`config.mk`:
```
export PLATFORM = sky130hd
export DESIGN_NAME = alu_operand_stage
export DESIGN_NICKNAME = d
export VERILOG_FILES = /design/src/rtl/pipe_pkg.sv /design/src/rtl/forward_unit.sv /design/src/rtl/alu_operand_stage.sv
export SDC_FILE = /design/constraint.sdc
export NUM_CORES = 1
export LEC_CHECK = 0
export BUFFER_PORTS_ARGS = -buffer_cell sky130_fd_sc_hd__buf_4
export CORE_MARGIN = 5
export CORE_UTILIZATION = 30
export CTS_BUF_LIST = sky130_fd_sc_hd__clkbuf_4
export CTS_CLUSTER_SIZE = 20
export DETAILED_ROUTE_END_ITERATION = 10
export GPL_ROUTABILITY_DRIVEN = 0
export SLEW_MARGIN = 20
export SYNTH_ARGS = -nofsm -noshare
export SYNTH_HDL_FRONTEND = slang
export SYNTH_SLANG_ARGS = --single-unit
```
`constraint.sdc`:
```
create_clock -name clk -period 4.3 [get_ports clk]
set_input_delay 0.86 -clock clk [delete_from_list [all_inputs] [get_ports clk]]
set_output_delay 0.86 -clock clk [all_outputs]
set_load 0.05 [all_outputs]
```
`src/rtl/pipe_pkg.sv`:
```
// pipe_pkg: shared default widths and the ID/EX pipeline register layout.
package pipe_pkg;
   localparam int DEF_DATA_WIDTH = 32;
   localparam int DEF_OPCODE_LENGTH = 4;
   localparam int DEF_REG_ADDR_W = 5;
   typedef struct packed {
      logic valid;
      logic reg_write;
      logic mem_read;
      logic mem_write;
      logic src_a_pc;
      logic src_b_imm;
      logic [DEF_OPCODE_LENGTH-1:0] op;
      logic [DEF_REG_ADDR_W-1:0] rs1;
      logic [DEF_REG_ADDR_W-1:0] rs2;
      logic [DEF_REG_ADDR_W-1:0] rd;
      logic [DEF_DATA_WIDTH-1:0] rs1_data;
      logic [DEF_DATA_WIDTH-1:0] rs2_data;
      logic [DEF_DATA_WIDTH-1:0] imm;
      logic [DEF_DATA_WIDTH-1:0] pc;
   } id_ex_t;
   localparam id_ex_t BUBBLE = '0;
endpackage

```
`src/rtl/forward_unit.sv`:
```
// forward_unit: picks the freshest value of one source register (EX/MEM, then MEM/WB, then regfile).
module forward_unit
   import pipe_pkg::*;
#(
   parameter int DATA_WIDTH = DEF_DATA_WIDTH,
   parameter int REG_ADDR_W = DEF_REG_ADDR_W
) (
   input  logic [REG_ADDR_W-1:0] rs,
   input  logic [DATA_WIDTH-1:0] reg_data,
   input  logic                  exmem_reg_write,
   input  logic [REG_ADDR_W-1:0] exmem_rd,
   input  logic [DATA_WIDTH-1:0] exmem_result,
   input  logic                  memwb_reg_write,
   input  logic [REG_ADDR_W-1:0] memwb_rd,
   input  logic [DATA_WIDTH-1:0] memwb_result,
   output logic [DATA_WIDTH-1:0] data
);
   logic hit_exmem;
   logic hit_memwb;
   always_comb begin
      hit_exmem = exmem_reg_write && exmem_rd != '0 && exmem_rd == rs;
      hit_memwb = memwb_reg_write && memwb_rd != '0 && memwb_rd == rs;
      data = hit_exmem ? exmem_result : hit_memwb ? memwb_result : reg_data;
   end
endmodule

```
`src/rtl/alu_operand_stage.sv`:
```
// alu_operand_stage: ID/EX register with load-use bubble insertion and forwarded ALU operands.
module alu_operand_stage
   import pipe_pkg::*;
#(
   parameter int DATA_WIDTH    = DEF_DATA_WIDTH,
   parameter int OPCODE_LENGTH = DEF_OPCODE_LENGTH,
   parameter int REG_ADDR_W    = DEF_REG_ADDR_W
) (
   input  logic                     clk,
   input  logic                     rst_n,
   input  logic                     id_valid,
   input  logic [REG_ADDR_W-1:0]    id_rs1_addr,
   input  logic [REG_ADDR_W-1:0]    id_rs2_addr,
   input  logic [REG_ADDR_W-1:0]    id_rd_addr,
   input  logic [DATA_WIDTH-1:0]    id_rs1_data,
   input  logic [DATA_WIDTH-1:0]    id_rs2_data,
   input  logic [DATA_WIDTH-1:0]    id_imm,
   input  logic [DATA_WIDTH-1:0]    id_pc,
   input  logic [OPCODE_LENGTH-1:0] id_operation,
   input  logic                     id_src_a_pc,
   input  logic                     id_src_b_imm,
   input  logic                     id_reg_write,
   input  logic                     id_mem_read,
   input  logic                     id_mem_write,
   input  logic                     stall_in,
   input  logic                     flush_in,
   input  logic                     exmem_reg_write,
   input  logic                     memwb_reg_write,
   input  logic [REG_ADDR_W-1:0]    exmem_rd,
   input  logic [REG_ADDR_W-1:0]    memwb_rd,
   input  logic [DATA_WIDTH-1:0]    exmem_result,
   input  logic [DATA_WIDTH-1:0]    memwb_result,
   output logic [DATA_WIDTH-1:0]    SrcA,
   output logic [DATA_WIDTH-1:0]    SrcB,
   output logic [OPCODE_LENGTH-1:0] Operation,
   output logic                     ex_valid,
   output logic                     ex_reg_write,
   output logic                     ex_mem_read,
   output logic                     ex_mem_write,
   output logic [REG_ADDR_W-1:0]    ex_rd,
   output logic [DATA_WIDTH-1:0]    ex_store_data,
   output logic [DATA_WIDTH-1:0]    ex_pc,
   output logic                     load_use_stall
);
   id_ex_t ex;
   id_ex_t nxt;
   logic [DATA_WIDTH-1:0] fwd_a;
   logic [DATA_WIDTH-1:0] fwd_b;
   // control bits are gated by id_valid so an empty slot never writes anything
   always_comb begin
      nxt = BUBBLE;
      nxt.valid = id_valid;
      nxt.reg_write = id_valid & id_reg_write;
      nxt.mem_read = id_valid & id_mem_read;
      nxt.mem_write = id_valid & id_mem_write;
      nxt.src_a_pc = id_src_a_pc;
      nxt.src_b_imm = id_src_b_imm;
      nxt.op = id_operation;
      nxt.rs1 = id_rs1_addr;
      nxt.rs2 = id_rs2_addr;
      nxt.rd = id_rd_addr;
      nxt.rs1_data = id_rs1_data;
      nxt.rs2_data = id_rs2_data;
      nxt.imm = id_imm;
      nxt.pc = id_pc;
   end
   always_comb begin
      load_use_stall = ex.valid && ex.mem_read && ex.rd != '0 &&
                       (ex.rd == id_rs1_addr || ex.rd == id_rs2_addr) && id_valid;
   end
   always_ff @(posedge clk or negedge rst_n) begin
      if (!rst_n) ex <= BUBBLE;
      else if (flush_in) ex <= BUBBLE;
      else if (!stall_in) ex <= load_use_stall ? BUBBLE : nxt;
   end
   forward_unit #(.DATA_WIDTH(DATA_WIDTH), .REG_ADDR_W(REG_ADDR_W)) u_fwd_a (
      .rs(ex.rs1), .reg_data(ex.rs1_data),
      .exmem_reg_write(exmem_reg_write), .exmem_rd(exmem_rd), .exmem_result(exmem_result),
      .memwb_reg_write(memwb_reg_write), .memwb_rd(memwb_rd), .memwb_result(memwb_result),
      .data(fwd_a)
   );
   forward_unit #(.DATA_WIDTH(DATA_WIDTH), .REG_ADDR_W(REG_ADDR_W)) u_fwd_b (
      .rs(ex.rs2), .reg_data(ex.rs2_data),
      .exmem_reg_write(exmem_reg_write), .exmem_rd(exmem_rd), .exmem_result(exmem_result),
      .memwb_reg_write(memwb_reg_write), .memwb_rd(memwb_rd), .memwb_result(memwb_result),
      .data(fwd_b)
   );
   always_comb begin
      SrcA = ex.src_a_pc ? ex.pc : fwd_a;
      SrcB = ex.src_b_imm ? ex.imm : fwd_b;
      ex_store_data = fwd_b;
      Operation = ex.op;
      ex_valid = ex.valid;
      ex_reg_write = ex.reg_write;
      ex_mem_read = ex.mem_read;
      ex_mem_write = ex.mem_write;
      ex_rd = ex.rd;
      ex_pc = ex.pc;
   end
endmodule

```
==> results.toml, run 1 <==
[final_layout]
fin_nets = 1853
fill_cells = 3732
drive_gt1_share_pct = 32.17
syn2layout_area_growth_pct = 27.84
fin_util_pct = 38.97

[placement]
port_buffers = 374
dp_hpwl_um = 31390

[worst_setup_path]
cp.arrival_ps = 2940
cp_cell_sequence = "buf_4 > or4_1 > o211a_2 > nand2_4 > buf_12 > nor3_1 > a221oi_2 > buf_4"
crit_type = "input port to output port"
timing.rr.start = "ex_rd[2]"
cp_common_cell = "buf_4"
r2r-end = "ex[91]"
crit_path_max_fanout = 52
cp.required_ps = 3440
reg2reg_slack_ps = 1930
max_stage_delay_ps = 550
reg2regPathDepth = 6
crit_family = "simple AND/OR/NAND/NOR gates"
cp_slowest_cell = "or4_1"
start_kind = "input port"
endpoint_kind = "output port"
crit_buf_inv = 3

[power]
static-leakage-power_nw = 6.266
ir_drop_v = 0.0001310
power.density_mw_per_mm2 = 267.7

[sta]
relSlewSlack_pct = 32.61
grt_setup_unrepaired = "false"
maxSlewViolCount = 0
max_freq_mhz = 263.1
worstMarginPinSlew_ps = 1011
tns_ps = 0
min_period_ps = 3801
hold_viol_final = 0
fin_skew_ps = 26.38
setup_viol = 0
min_period_over_period_pct = 88.39

[min_path]
hold_class = "input port to asynchronous set/reset pin"

[floorplanning]
rows = 69
dieArea_mm2 = 0.04022
fp.dieH_um = 200.6
core_mm2 = 0.03574
num_io_pins = 375
die_x_um = 200.6
start_util_pct = 30.48

[run]
drv_cap = 0

[route]
drt_iter0_drc = 765
drcViolationCount = 0
drt_wl_total_um = 44300
wl_per_cell_um = 21.11
drt_first_pass_iters = 5
ant_nets = 0
vias = 10850
vias_per_cell = 5.172

[yosys]
ys_types = 38
synth_area_mm2 = 0.01089
yosysSeqAreaShare_pct = 35.14
ys_ff_latch = 153
syn_inst = 1375
avgSynthCellArea_um2 = 7.923
syn_nets = 1608
yosysWarnings = 0

[clocking]
cts_buffer_depth = 2
cts_root_buf = "clkbuf_4"
cts_sinks = 153
cts.clk_slew.worst_paths_ps = 150
htree_levels = 4
cts_tree = "built"
clk_latency_ps = 610
post-cts-setup-buffer-count = 0
cts_hold_buf = 0
cts_buffers = 17
cts_resized = 0

[global_routing]
grt_overflow = 0
first_global_vias = 11050
grt_usage_pct = 21.39
grt_pass1_wl_um = 68400
antenna_found_initial = 7
grt_max_degree = 147

[status]
status = "finished clean"
-- cells in the mapped netlist --
master / count / area (um2)
o41ai_1: 4 / 35.03
a21oi_2: 1 / 8.760
nor3_1: 68 / 340.3
a221oi_1: 2 / 17.52
mux2i_1: 32 / 320.3
and4_1: 1 / 8.760
or4_1: 1 / 7.510
xor2_1: 10 / 87.58
nand2_1: 189 / 709.4
a211oi_2: 30 / 375.4
or4_4: 1 / 11.26
o21ai_0: 149 / 745.7
buf_2: 15 / 75.07
a211o_1: 1 / 8.760
a221oi_2: 30 / 450.4
o21ai_1: 1 / 5.000
dfrtp_1: 153 / 3829
clkbuf_1: 102 / 382.9
buf_4: 47 / 352.8
nand2b_1: 1 / 6.260
a22oi_1: 1 / 7.510
nor2b_1: 147 / 919.6
o31ai_2: 30 / 375.4
nand3_1: 3 / 15.01
nand4_1: 2 / 12.51
a21oi_1: 177 / 885.9
a211oi_1: 2 / 15.01
nor2_1: 70 / 262.8
or3_1: 1 / 6.260
o211a_2: 1 / 10.01
o211ai_4: 1 / 21.27
o31ai_1: 2 / 15.01
buf_12: 3 / 60.06
inv_1: 68 / 255.2
buf_6: 4 / 45.04
nand3b_1: 5 / 37.54
xnor2_1: 19 / 166.4
or2_1: 1 / 6.260
-- cells in the final DEF, fill, tap and decap left out, types with 4 or more instances in the layout --
cell / synthesis / layout
xnor2_1: 19 / 19
inv_1: 68 / 68
nor3_1: 68 / 67
dfrtp_1: 153 / 151
a21oi_1: 177 / 177
o31ai_2: 30 / 30
nand3b_1: 5 / 5
a211oi_2: 30 / 30
nor2_1: 70 / 70
o41ai_1: 4 / 4
mux2i_1: 32 / 32
o21ai_0: 149 / 149
buf_12: 3 / 8
clkinv_1: 0 / 5
buf_4: 47 / 386
a221oi_2: 30 / 30
clkbuf_4: 0 / 19
nor2b_1: 147 / 147
xor2_1: 10 / 10
diode_2: 0 / 5
nand2_1: 189 / 188
-- stage by stage --
stage	cells	area [um2]	power [mW]	setup slack [ps]	hold slack, ps
4_1_cts	2093	13910	3.774	460.4	147.4
3_3_place_gp	2062	13690	2.912	515.8	464.5
3_5_place_dp	2062	13690	2.922	508.2	477.0
6_report	2098	13930	3.728	499.4	201.9
2_1_floorplan	1375	10890	2.412	253.9	444.5
5_1_grt	2095	13920	3.908	366.3	176.1
-- logic make-up after synthesis --
group	Yosys count	share of synthesized area, %
muxes	32	2.940
DFF	153	35.14
AOI/OAI and AO/OA	432	27.32
and+or+nand+nor	490	21.51
buffers and inverters	239	10.75
xor gates and xnor gates	29	2.331
-- cell type report --
type / instances / area, um2 / share of cell area, %
Inverter: 68 / 255.2 / 1.833
Multi-Input combinational cell: 983 / 5922 / 42.52
Timing Repair Buffer: 397 / 3095 / 22.23
Clock buffer: 19 / 142.6 / 1.024
Sequential cell: 153 / 3836 / 27.54
Tap cell: 461 / 576.8 / 4.142
Antenna cell: 5 / 12.51 / 0.08984
Clock inverter: 12 / 86.33 / 0.6199
-- report_power, final --
part	switching [mW]	internal [mW]
Clock	0.557	0.282
Sequential	0.0838	1.51
Combinational	0.822	0.471
-- flip-flops by register name (all words and copies together), names as in the netlist --
| name | flops |
|---|---|
| ex | 108 |
| ex_pc | 32 |
| ex_rd | 5 |
| Operation | 4 |
| ex_mem_read | 1 |
| ex_mem_write | 1 |
| ex_reg_write | 1 |
| ex_valid | 1 |
-- worst max-delay path by stage --
| stage | cells past startpoint | start | to | slack, ps |
|---|---|---|---|---|
| 3_5_place_dp | 8 | memwb_rd[0] | SrcA[18] | 510 |
| 3_3_place_gp | 8 | memwb_rd[0] | SrcA[18] | 520 |
| 2_1_floorplan | 6 | exmem_rd[0] | SrcB[31] | 250 |
| 6_report | 8 | exmem_rd[0] | SrcB[15] | 500 |
| 4_1_cts | 8 | ex[140] | SrcA[18] | 460 |
| 5_1_grt | 8 | ex[140] | SrcA[18] | 370 |
-- layer usage --
layer | share of wire (%) | vias to the layer above | GRT usage, %
met5 | 0.093 | - | 0
met4 | 2.5 | 6 | 6.637
met3 | 7.6 | 56 | 6.026
met2 | 48 | 401 | 35.49
met1 | 42 | 5273 | 27.16
li1 | - | 5115 | -
(Power assumes the default switching activity.)
==> run 2: changes to the inputs <==
CAP_MARGIN = 20   (was not set)
CELL_PAD_IN_SITES_DETAIL_PLACEMENT = 0   (was not set)
CELL_PAD_IN_SITES_GLOBAL_PLACEMENT = 1   (was not set)
GPL_TIMING_DRIVEN = 0   (was not set)
PLACE_DENSITY_LB_ADDON = 0.1   (was not set)
==> run 2 against run 1 <==
Worst setup slack worse by 340 ps. Cell count up 7.0%. Critical path type is now flop to output port. Final area up 4.7%. Sequential cell count unchanged. Critical endpoint is now SrcA[24]. Clock power up 11%. Register-to-register slack worse by 620 ps. Clock-buffer cell count down 2. Die area unchanged. Global-route usage up 3.6 points.
==> results.toml, run 2 (synthesized netlist as in run 1, its figures left out) <==
[final_layout]
seq_area_mm2 = 0.003829
fin_util_pct = 40.80
final_cell_mix = "buf_4 (418), nand2_1 (189), a21oi_1 (177)"
drive_gt1_share_pct = 31.78
largest_reg_flops = 108
multi_input_area_mm2 = 0.005894
layout_commonest_cell = "buf_4"
fill_cells = 3927
syn2layout_area_growth_pct = 33.86
fin_nets = 2001
top_register = "ex"

[status]
status = "finished clean"

[floorplanning]
start_util_pct = 30.48
rows = 69
core_mm2 = 0.03574
dieArea_mm2 = 0.04022
fp.dieH_um = 200.6
die_x_um = 200.6
num_io_pins = 375

[clocking]
cts_root_buf = "clkbuf_4"
cts_buffer_depth = 2
clk_latency_ps = 620
cts_sinks = 153
htree_levels = 4
cts.clk_slew.worst_paths_ps = 150
post-cts-setup-buffer-count = 0
cts_resized = 0
cts_hold_buf = 0
cts_tree = "built"
cts_buffers = 17

[route]
vias_per_cell = 5.056
drcViolationCount = 0
drt_wl_total_um = 51710
wl_per_cell_um = 23.04
drt_first_pass_iters = 4
ant_nets = 0
vias = 11350
drt_iter0_drc = 590

[global_routing]
antenna_found_initial = 6
grt_pass1_wl_um = 77020
grt_overflow = 0
grt_max_degree = 91
grt_usage_pct = 25.01
first_global_vias = 12090

[sta]
setup_viol = 0
min_period_over_period_pct = 96.32
maxSlewViolCount = 0
fin_skew_ps = 32.06
tns_ps = 0
grt_setup_unrepaired = "false"
max_freq_mhz = 241.4
hold_viol_final = 0
fin_hold_ws_ps = 170.3
setup_ws_ps = 158.0
min_period_ps = 4142
worstMarginPinSlew_ps = 1165
relSlewSlack_pct = 22.32

[worst_setup_path]
reg2regPathDepth = 7
cp_cell_sequence = "xnor2_1 > nand3_1 > nor3_1 > buf_2 > a211oi_2 > o31ai_2 > buf_4"
start_kind = "flop"
cp.required_ps = 3440
cp_slowest_cell = "nor3_1"
max_stage_delay_ps = 790
crit_type = "flop to output port"
endpoint_kind = "output port"
timing.rr.start = "ex_rd[2]"
cp.arrival_ps = 3280
reg2reg_slack_ps = 1310
crit_path_max_fanout = 10
r2r-end = "ex[147]"

[min_path]
hold_class = "input port to asynchronous set/reset pin"

[placement]
dp_hpwl_um = 40690
port_buffers = 372
dp_slack_ps = 252.1

[power]
static-leakage-power_nw = 6.594
ir_drop_v = 0.0001552
power.density_mw_per_mm2 = 268.3

[run]
drv_cap = 0
==> run 2: per-stage QoR <==
step	std cells	instance area, um2	power (mW)
2_1_floorplan	1375	10890	2.412
3_3_place_gp	2208	14260	3.006
3_5_place_dp	2209	14300	3.017
4_1_cts	2241	14560	3.943
5_1_grt	2244	14580	4.087
6_report	2244	14580	3.912
==> run 2: worst max-delay path by stage <==
stage,cells past startpoint,startpoint,to
floorplan,6,exmem_rd[0],SrcB[31]
global placement,8,exmem_rd[0],SrcB[0]
detailed placement,8,exmem_rd[0],SrcB[0]
CTS,7,ex[138],SrcA[19]
global route,7,ex[138],SrcA[13]
finish,7,ex[141],SrcA[24]
==> run 2: per-layer routing <==
layer / routed length [um] / track usage [%] / vias to the layer above / share of wire [%]
met4: 1109 / 6.047 / 4 / 2.1
met2: 24730 / 41.85 / 325 / 48
met5: 34 / 0 / - / 0.066
met1: 23240 / 33.38 / 5549 / 45
li1: - / - / 5423 / -
met3: 2594 / 5.073 / 44 / 5.0
==> run 2: final cells by class <==
class / instances / area share (%)
repair buffers: 374 / 19.49
clock buffers: 17 / 0.8752
diodes: 2 / 0.03432
clock inverters: 15 / 0.9266
well taps: 461 / 3.955
multi-input cells: 983 / 40.42
flip-flops and latches: 153 / 26.25
inverters: 68 / 1.750
plain buffers: 171 / 6.289
==> run 2: critical path, delay by kind of cell (launching register included) <==
family                    cells  cell delay (ps)
xor gates and xnor gates      1              160
DFF                           1              440
and+or+nand+nor               2              920
AOI/OAI and AO/OA             2              420
buffers and inverters         2              710
==> run 2: where the power goes <==
group	switching, mW	internal [mW]
Combinational	0.899	0.503
Clock	0.596	0.333
Sequential	0.0682	1.51
Total	1.56	2.35
==> run 3: changes to the inputs <==
==> constraint.sdc (replaced) <==
create_clock -name clk -period 4.3 [get_ports clk]
set_input_delay 0.43 -clock clk [delete_from_list [all_inputs] [get_ports clk]]
set_output_delay 0.43 -clock clk [all_outputs]
set_load 0.05 [all_outputs]
==> run 3 against run 2 <==
Clock-buffer cell count did not move. Routed wire length fell by 0.11%. Total power barely moved. Register-to-register slack improved by 40 ps. First-iteration DRC count is 2.9% lower. Cell count about the same. Utilization about the same. Critical path type unchanged. Largest cell class unchanged. Largest power group unchanged. Highest routed layer unchanged.
==> results.toml, run 3 (synthesized netlist as in run 1, its figures left out) <==
[min_path]
whs_endpoint = "Operation[2]"
hold_class = "input port to flop"
worst_hold_path.num_cells = 3
min_from = "id_operation[2]"

[sta]
fin_hold_ws_ps = 53.49
maxSlewViolCount = 0
hold_viol_final = 0
worstMarginPinSlew_ps = 1144
tns_ps = 0
min_period_over_period_pct = 85.89
max_freq_mhz = 270.8
min_period_ps = 3693
grt_setup_unrepaired = "false"
setup_viol = 0
relSlewSlack_pct = 23.74
fin_skew_ps = 28.83

[worst_setup_path]
timing.rr.start = "ex_rd[2]"
start_kind = "flop"
r2r-end = "ex[147]"
crit_buf_inv = 2
endpoint_kind = "output port"
cp.depth = 7
cp_cell_sequence = "xnor2_1 > nand3_1 > nor3_1 > buf_2 > a211oi_2 > o31ai_2 > buf_4"
crit_path_max_fanout = 10
max_stage_delay_ps = 770
cp.required_ps = 3870
cp_slowest_cell = "nor3_1"
crit_type = "flop to output port"
cp.arrival_ps = 3260
reg2regPathDepth = 7
crit_family = "simple AND/OR/NAND/NOR gates"
reg2reg_slack_ps = 1350
crit_path_start = "ex[141]"

[global_routing]
grt_usage_pct = 25.01
grt_max_degree = 91
first_global_vias = 12090
grt_overflow = 0
antenna_found_initial = 6
grt_pass1_wl_um = 77020

[power]
ir_drop_v = 0.0001580
sw_frac_of_total_pct = 39.92
power.density_mw_per_mm2 = 268.0
pwr-share-seq_pct = 40.4
static-leakage-power_nw = 6.598
switching_power_mw = 1.561
p_comb_share_pct = 35.9
total_power_mw = 3.911
clkPwrFrac_pct = 23.7
power.internal_mw = 2.350

[placement]
dp_hpwl_um = 40690
port_buffers = 372
dp.cells = 2209

[floorplanning]
start_util_pct = 30.48
rows = 69
core_mm2 = 0.03574
die_x_um = 200.6
dieArea_mm2 = 0.04022
num_io_pins = 375
fp.dieH_um = 200.6

[clocking]
cts_buffer_depth = 2
cts_tree = "built"
cts_buffers = 17
cts_root_buf = "clkbuf_4"
htree_levels = 4
clk_latency_ps = 620
post-cts-setup-buffer-count = 0
cts_sinks = 153
cts.clk_slew.worst_paths_ps = 150

[status]
status = "finished clean"

[route]
wl_met2_um = 24700
vias_per_cell = 5.041
drt-met1-wl_um = 23160
top_layer = "met5"
drcViolationCount = 0
vias = 11320
ant_nets = 0
drt_iter0_drc = 573
drt_wl_total_um = 51650
wl_per_cell_um = 23.01
wl_met3_um = 2653
drt_first_pass_iters = 5

[final_layout]
syn2layout_area_growth_pct = 33.95
final_cell_count_no_fill = 2245
final_cell_mix = "buf_4 (418), nand2_1 (189), a21oi_1 (177)"
fin_nets = 2002
top_register = "ex"
largest_reg_flops = 108
drive_gt1_share_pct = 31.76
layout_commonest_cell = "buf_4"

[run]
drv_cap = 0
-- run 3: cell types whose count changed in the layout (fill, tap and decap cells not counted) --
| cell | previous run | this run |
|---|---|---|
| dlygate4sd3_1 | 0 | 1 |
-- run 3: how the worst max path moves through the flow --
| stage | end | slack [ps] |
|---|---|---|
| after detailed placement | SrcB[0] | 1110 |
| final | SrcA[24] | 610 |
| after global placement | SrcB[0] | 1100 |
| after CTS | SrcA[19] | 580 |
| after floorplan | SrcB[31] | 1110 |
| after global routing | SrcA[13] | 450 |
-- run 3: per-layer routing --
metal  up-vias  global-route usage (%)
li1       5428                       -
met1      5516                   33.38
met2       325                   41.85
met3        44                   5.073
met4         4                   6.047
met5         -                       0
-- run 3: what timing repair did --
action / 4_1_cts / 5_1_grt
hold buffers: 1 / 0
gates resized for setup: 0 / 0
hold endpoints to repair: 63 / 0
-- run 3: power by group through the flow --
stage | registers [mW] | logic [mW] | clock network [mW]
after floorplan | 1.59 | 0.827 | 0
after global placement | 1.61 | 1.40 | 0
after detailed placement | 1.61 | 1.41 | 0
after CTS | 1.58 | 1.41 | 0.949
after global routing | 1.59 | 1.49 | 1.00
final | 1.58 | 1.40 | 0.927
-- run 3: cell type report --
type                    instances  area [um2]
diodes                          2       5.005
multi-input cells             983        5894
inverters                      68       255.2
clock inverters                15       135.1
clock buffers                  17       127.6
plain buffers                 171       917.1
flip-flops and latches        153        3829
repair buffers                375        2853
well taps                     461       576.8
fillers                      3927       21150
-- run 3: worst min-delay path: stages --
cell     delay [ps]
buf_4           110
inv_1            50
o41ai_1          60
-- run 3: metrics by stage --
stage                     worst slack (ps)  area (um2)  util [%]
after CTS                            575.3       14570     40.77
after global placement                1102       14260     39.91
after global routing                 447.2       14590     40.83
after floorplan                       1114       10890         -
final                                606.6       14590     40.83
after detailed placement              1112       14300     40.01
